## src/rtl/imm_encoder.sv

```systemverilog
// imm_encoder: packs a 32-bit immediate plus register/funct fields into a RISC-V I/S/B/J/U word.
// Define LI_EXPAND_EN to enable LI pseudo-op expansion into LUI+ADDI (adds the SECOND state).
module imm_encoder #(
   parameter logic [31:0] NOP_INSTR = 32'h00000013,
   parameter bit          STRICT    = 1'b1
) (
   input  logic        clk,
   input  logic        rst_n,
   input  logic        in_valid,
   output logic        in_ready,
   input  logic [6:0]  in_opcode,
   input  logic [4:0]  in_rd,
   input  logic [4:0]  in_rs1,
   input  logic [4:0]  in_rs2,
   input  logic [2:0]  in_funct3,
   input  logic [31:0] in_imm,
   input  logic        in_li,
   output logic        out_valid,
   input  logic        out_ready,
   output logic [31:0] out_instr,
   output logic        out_err,
   output logic        out_last
);

   localparam logic [6:0] OP_LOAD   = 7'b0000011;
   localparam logic [6:0] OP_IMM    = 7'b0010011;
   localparam logic [6:0] OP_STORE  = 7'b0100011;
   localparam logic [6:0] OP_BRANCH = 7'b1100011;
   localparam logic [6:0] OP_JAL    = 7'b1101111;
   localparam logic [6:0] OP_LUI    = 7'b0110111;

   typedef enum logic {IDLE, SECOND} state_t;

   state_t      state;
   state_t      state_next;
   logic        accept;
   logic        consume;
   logic [31:0] enc_instr;
   logic        enc_err;
   logic        enc_last;
   logic        enc_second;
   logic [31:0] enc_pending;
   logic [31:0] pending;
   logic        fits12;
   logic        fits13;
   logic        fits21;

   // A value fits an N-bit signed field when all bits above the field's sign bit match it.
   assign fits12 = (&in_imm[31:11]) | ~(|in_imm[31:11]);
   assign fits13 = (&in_imm[31:12]) | ~(|in_imm[31:12]);
   assign fits21 = (&in_imm[31:20]) | ~(|in_imm[31:20]);

   assign in_ready = (state == IDLE) & (~out_valid | out_ready);
   assign accept   = in_valid & in_ready;
   assign consume  = out_valid & out_ready;

`ifdef LI_EXPAND_EN
   logic [19:0] li_hi;
   logic        li_lo_nz;
   assign li_hi    = in_imm[31:12] + {19'd0, in_imm[11]};
   assign li_lo_nz = |in_imm[11:0];
`else
   logic unused_li;
   assign unused_li = in_li;
`endif

   always_comb begin
      enc_instr   = NOP_INSTR;
      enc_err     = 1'b1;
      enc_last    = 1'b1;
      enc_second  = 1'b0;
      enc_pending = '0;
      case (in_opcode)
         OP_LOAD, OP_IMM: begin
            enc_instr = {in_imm[11:0], in_rs1, in_funct3, in_rd, in_opcode};
            enc_err   = STRICT && !fits12;
         end
         OP_STORE: begin
            enc_instr = {in_imm[11:5], in_rs2, in_rs1, in_funct3, in_imm[4:0], in_opcode};
            enc_err   = STRICT && !fits12;
         end
         OP_BRANCH: begin
            enc_instr = {in_imm[12], in_imm[10:5], in_rs2, in_rs1, in_funct3,
                         in_imm[4:1], in_imm[11], in_opcode};
            enc_err   = STRICT && (!fits13 || in_imm[0]);
         end
         OP_JAL: begin
            enc_instr = {in_imm[20], in_imm[10:1], in_imm[11], in_imm[19:12], in_rd, in_opcode};
            enc_err   = STRICT && (!fits21 || in_imm[0]);
         end
         OP_LUI: begin
            enc_instr = {in_imm[31:12], in_rd, in_opcode};
            enc_err   = STRICT && (|in_imm[11:0]);
         end
         default: ;
      endcase
`ifdef LI_EXPAND_EN
      // The LUI upper part is rounded up when the low 12 bits will sign-extend negative.
      if (in_li) begin
         enc_err = 1'b0;
         if (fits12) begin
            enc_instr = {in_imm[11:0], 5'd0, 3'b000, in_rd, OP_IMM};
         end else begin
            enc_instr   = {li_hi, in_rd, OP_LUI};
            enc_last    = ~li_lo_nz;
            enc_second  = li_lo_nz;
            enc_pending = {in_imm[11:0], in_rd, 3'b000, in_rd, OP_IMM};
         end
      end
`endif
   end

   always_comb begin
      state_next = state;
      case (state)
         IDLE:    if (accept && enc_second) state_next = SECOND;
         SECOND:  if (consume) state_next = IDLE;
         default: state_next = IDLE;
      endcase
   end

   always_ff @(posedge clk or negedge rst_n) begin
      if (!rst_n) begin
         state <= IDLE;
      end else begin
         state <= state_next;
      end
   end

   // Output slot: loads on accept, swaps in the pending ADDI in SECOND, empties otherwise.
   always_ff @(posedge clk or negedge rst_n) begin
      if (!rst_n) begin
         out_valid <= 1'b0;
         out_instr <= '0;
         out_err   <= 1'b0;
         out_last  <= 1'b0;
         pending   <= '0;
      end else if (accept) begin
         out_valid <= 1'b1;
         out_instr <= enc_instr;
         out_err   <= enc_err;
         out_last  <= enc_last;
         pending   <= enc_pending;
      end else if (consume) begin
         if (state == SECOND) begin
            out_instr <= pending;
            out_err   <= 1'b0;
            out_last  <= 1'b1;
            pending   <= '0;
         end else begin
            out_valid <= 1'b0;
         end
      end
   end

endmodule

```

## config.mk

```make
export PLATFORM = sky130hd
export DESIGN_NAME = imm_encoder
export DESIGN_NICKNAME = d
export VERILOG_FILES = /design/src/rtl/imm_encoder.sv
export SDC_FILE = /design/constraint.sdc
export NUM_CORES = 1
export LEC_CHECK = 0
export CAP_MARGIN = 20
export CELL_PAD_IN_SITES_DETAIL_PLACEMENT = 2
export CELL_PAD_IN_SITES_GLOBAL_PLACEMENT = 2
export CORE_ASPECT_RATIO = 0.6
export CORE_MARGIN = 5
export CORE_UTILIZATION = 22
export CTS_CLUSTER_SIZE = 8
export DETAILED_ROUTE_END_ITERATION = 6
export PLACE_DENSITY_LB_ADDON = 0.2
export SYNTH_ARGS = -nofsm -noshare
export SYNTH_HDL_FRONTEND = slang
export SYNTH_SLANG_ARGS = --single-unit
```

## constraint.sdc

```tcl
create_clock -name clk -period 2.05 [get_ports clk]
set_clock_uncertainty 0.1 [all_clocks]
set_input_delay 0.3075 -clock clk [delete_from_list [all_inputs] [get_ports clk]]
set_output_delay 0.3075 -clock clk [all_outputs]
set_load 0.1 [all_outputs]
```

After elaboration in Yosys (flattened, before gate mapping). Index checks and enable logic that the tools add are counted.

Register bits: 68. Output and inout port bits: 36. Logic and storage cells: 62. Bits of input ports: 62.

Reductions and logical operators: 18. Bitwise operators: 12. Equal/unequal tests: 7. Muxes and demuxes: 19.

Operator list (number): 32-bit two-way mux (6); 32-bit one-hot mux with 5 select lines (1); 12-bit OR reduction (2); 21-bit AND reduction (1); 21-bit OR reduction (1); 20-bit AND reduction (1); 20-bit OR reduction (1); 7-bit by 6-bit == test with 1-bit output (second input constant) (2); 7-bit == test (second input constant) (2); 12-bit AND reduction (1); 1-bit two-way mux (10); 7-bit by 2-bit == test with 1-bit output (second input constant) (1); 7-bit by 5-bit == test with 1-bit output (second input constant) (1); 1-bit inverter (5); 1-bit bitwise OR (4); 1-bit one-hot mux with 4 select lines (1); 2-bit AND reduction (2); 2-bit nonzero test (2); 1-bit bitwise AND (3); 1-bit zero test (3); 3-bit OR reduction (1); 1-bit logical OR (2); 2-bit by 1-bit inequality test with 1-bit output (second input constant) (1); 1-bit one-hot mux with 2 select lines (1); 2-bit OR reduction (1).

Depth between registers and ports, before layout.
Word-level depth: 7. Mapped depth: 7.

Worst setup path after synthesis. Ideal clock, no wire load.

Kind: register -> register. From: reg out_valid. To: reg out_instr[11]. Path slack: -1.427 ns. Data arrival time: 3.301 ns. Library setup time: 0.076 ns. Stages on the path, launching flop included: 7. Path through: dfrtp_1 nor2b_1 nor2_1 nand2_1 or2_4 buf_6 o21ai_1.

Word-level cells in the longest chain between the ends: 6. Elaborated cells on any way between the ends: 9. Classes of those cells: 1 x mux; 5 x bitwise; 3 x reduce/logical.

Ends and longest elaborated chain: start, declared (line 18) `output logic out_valid,`; start signal, assigned (line 133) `out_valid <= 1'b0;`; start signal, assigned (line 139) `out_valid <= 1'b1;`; start signal, assigned (line 151) `out_valid <= 1'b0;`; 1-bit inverter (*) (line 53) `assign in_ready = (state == IDLE) & (~out_valid | out_ready);`; 1-bit bitwise OR (*) (line 53); 1-bit bitwise AND (*) (line 53); named net in_ready (line 10) `output logic in_ready,`; 1-bit bitwise AND (*) (line 54) `assign accept = in_valid & in_ready;`; 2-bit nonzero test (no source line); 2-bit AND reduction (no source line); end signal, assigned (line 140) `out_instr <= enc_instr;`; end signal, assigned (line 146) `out_instr <= pending;`; end, declared (line 20) `output logic [31:0] out_instr,`.

The timed path passes the listed nets; every way through them passes the cells marked *. A chain may end at the register's enable or synchronous reset.

Worst setup path in the final report.
From: in in_imm[3]. To: reg out_err.

Word-level cells in the longest chain between the ends: 3.

Ends and longest elaborated chain: start, declared (line 16) `input logic [31:0] in_imm,`; 12-bit OR reduction (line 93) `enc_err = STRICT && (|in_imm[11:0]);`; 1-bit one-hot mux with 4 select lines (line 73) `case (in_opcode)`; 1-bit two-way mux (line 138) `end else if (accept) begin`; end signal, assigned (line 141) `out_err <= enc_err;`; end, declared (line 21) `output logic out_err,`.

Every way passes these cells.

==> metrics.txt <==
CTS buffer count 5; Hold Path Depth 1; Compound-Gate Fraction of Synth Area 24.8%; worst reg2reg path depth 5; clk buf depth 2; global-route wire length before repair 14.5 mm; number of synthesized flops with an enable pin 0; final wirelength 9.04 mm; Least-Margin Pin Slew 0.542 ns; maximum VDD drop 0.000284 V; Arr. time, crit path 2.04 ns; initial DRC count between 100 and 150; die extent in y 83.5 um; YS warnings 0; Global Route Usage Sum 16.4%; Avg WL per Cell 19.8 um; fraction of registers with async set/reset 100%; Tot Pwr 2000 uW; synthesized instance count 210; most common cell after layout, fill and taps aside buf_4; total grt overflow 0; Post-CTS Setup Inserts 0; HP Class reg2reg; Cell Area, Synth approximately 2000 um2; CTS tree done; DRC viols 0; Seq/Total Area, Yosys between 40% and 50%; clk_lat worst skew roughly 0.27 ns; largest family of logic cells by synthesized area compound AO/OA/AOI/OAI gates; Synth Area in Adders 0%; Rows 26; DR pass1 iterations 5; WP buf/inv 2; Rel. slew slack 63.8%; via count between 2000 and 2500; Post-Place Setup Slack -0.345 ns; crit-path max FO 2; Tmin final 2.01 ns; commonest cells after routing, fill and taps aside 75 x buf_4, 54 x clkdlybuf4s50_1, 39 x nand2_1, 35 x dfrtp_1, 21 x o21ai_1; initial antenna violation count 0; Startpoint Class input port; chip width 132 um; CTS Sinks 36; cell depth of the worst setup path 7; clock tree root buffer cell clkbuf_16; PortBufs between 90 and 100; Critical Path Slowest Stage Cell clkdlybuf4s50_1; vias in the first global route 2603; area growth from synthesis to layout 72.5%; endpoint class of the critical path flip-flop; final hold vios 0; utilization after layout 39.5%; crit path kind in2reg; mux contribution to synthesized area 0.569%; worst setup margin around 0.036 ns; # setup viols final 0; vias per cell 4.98; Max Freq 496 MHz; CTS clk-pin slew, worst paths 0.06 ns; Cell variety after synth 43; share of cells above drive strength 1 31.4%; Final nets 405; xor-xnor portion of the synthesized cell area 0%; gpl congestion 0.761; Die ar. 11100 um2; Post-Syn Nets 272; Core Box Area 8650 um2; Post-Layout Cell Count 456; status complete, no violations; fin. max-slew vios 0; htree depth 2; Final ANT Viol Nets 0; diode count 0; Critical Path Max Stage Delay 0.48 ns; Initial Util 22.9%; I/O pin count 98; # Max-Cap Violations 0; Final period util 98.3%; pin count of the biggest net entering global routing 35; Placed Instances 447; dpl hpwl 7.04 mm; hold_ws 0.368 ns; #FFs+latches synth 36; required time worst endpoint approximately 2.1 ns; Top delay family on crit path simple AND/OR/NAND/NOR gates; Pwr Density 586 nW/um2; Post-synth top flop dfrtp_1; Synth Area in Simple Gates 22.0%; CP cell instances clkdlybuf4s50_1, nor4_2, buf_4, nand3_1, and2_1, o21ai_0, o2111ai_1; Avg Cell Area, Syn approximately 9.4 um2; leakage power 0.00150 uW
## cell usage after synthesis (2+ instances only)
library cell	count	share of area, %
nor4_1	6	1.9
nor2_1	9	1.7
a222oi_1	6	3.0
a22o_1	4	1.8
clkbuf_8	5	3.5
o21ai_0	9	2.3
inv_1	3	0.57
buf_6	4	2.3
a22oi_1	19	7.2
o21ai_2	3	1.3
nand3b_1	2	0.76
or4_1	2	0.76
or2_2	3	0.95
dfrtp_1	36	45
nand2_1	41	7.8
o2111ai_1	2	0.88
nand3_1	2	0.51
nand4_1	7	2.2
and2_1	2	0.63
o21ai_1	20	5.1
a21oi_1	3	0.76
## per-layer routing
metal / GRT usage, % / vias to the layer above / routed length [um]
li1: - / 1062 / -
met1: 23.2 / 1131 / 4450
met2: 26.0 / 72 / 4080
met3: 3.80 / 4 / 443
met4: 2.36 / 0 / 63
met5: 0 / - / 0
## sequential cells by signal, indices dropped and copies added, names as in the netlist
signal     cells
out_last       1
out_instr     32
out_valid      1
out_err        1
state          1
## final cells by class
| class | count | area [um2] |
|---|---|---|
| repair buffers | 138 | 1220 |
| flip-flops and latches | 36 | 905 |
| inverters | 3 | 11.3 |
| fillers | 973 | 5240 |
| multi-input cells | 159 | 982 |
| clock buffers | 8 | 156 |
| well taps | 112 | 140 |
## worst reg2reg max path, delay by kind of cell, from the launching register on
kind             cells  cell delay (ns)
flip-flops           1             0.49
AND/OR/NAND/NOR      4             0.78
AO/OA/AOI/OAI        1             0.20
## cell families (layout without fill, tap and decap cells)
group | Yosys count | after routing
AND/OR/NAND/NOR | 86 | 86
AO/OA/AOI/OAI | 72 | 72
flip-flops | 36 | 36
buffers and inverters | 15 | 149
multiplexers | 1 | 1
## report_power, final
part / internal [uW] / switching (uW)
Combinational: 198 / 265
Sequential: 726 / 8.26
Clock: 518 / 285
Total: 1440 / 559
## worst paths after layout
path	start	endpoint	slack, ns
hold reg to reg	out_last	out_last	0.37
setup / recovery	in_imm[3]	out_err	0.04
min in group asynchronous	rst_n	out_instr[13]	0.45
setup reg to reg	out_valid	out_instr[23]	0.40
hold / removal	out_last	out_last	0.37
max in group asynchronous	rst_n	out_instr[9]	0.71
## per-stage QoR
| stage | instance area (um2) | setup TNS (ns) |
|---|---|---|
| final | 3420 | 0 |
| after floorplan | 2000 | -2.72 |
| after detailed placement | 3210 | -7.84 |
| after global placement | 3210 | -6.40 |
| after global routing | 3420 | -0.00633 |
| after CTS | 3390 | 0 |
## timing repair
action	CTS	global route
setup endpoints to repair	16	27
pin swaps	2	2
hold buffers	1	0
gates resized for setup	4	10
hold endpoints to repair	19	0
Power figures use the tool's default switching activity.
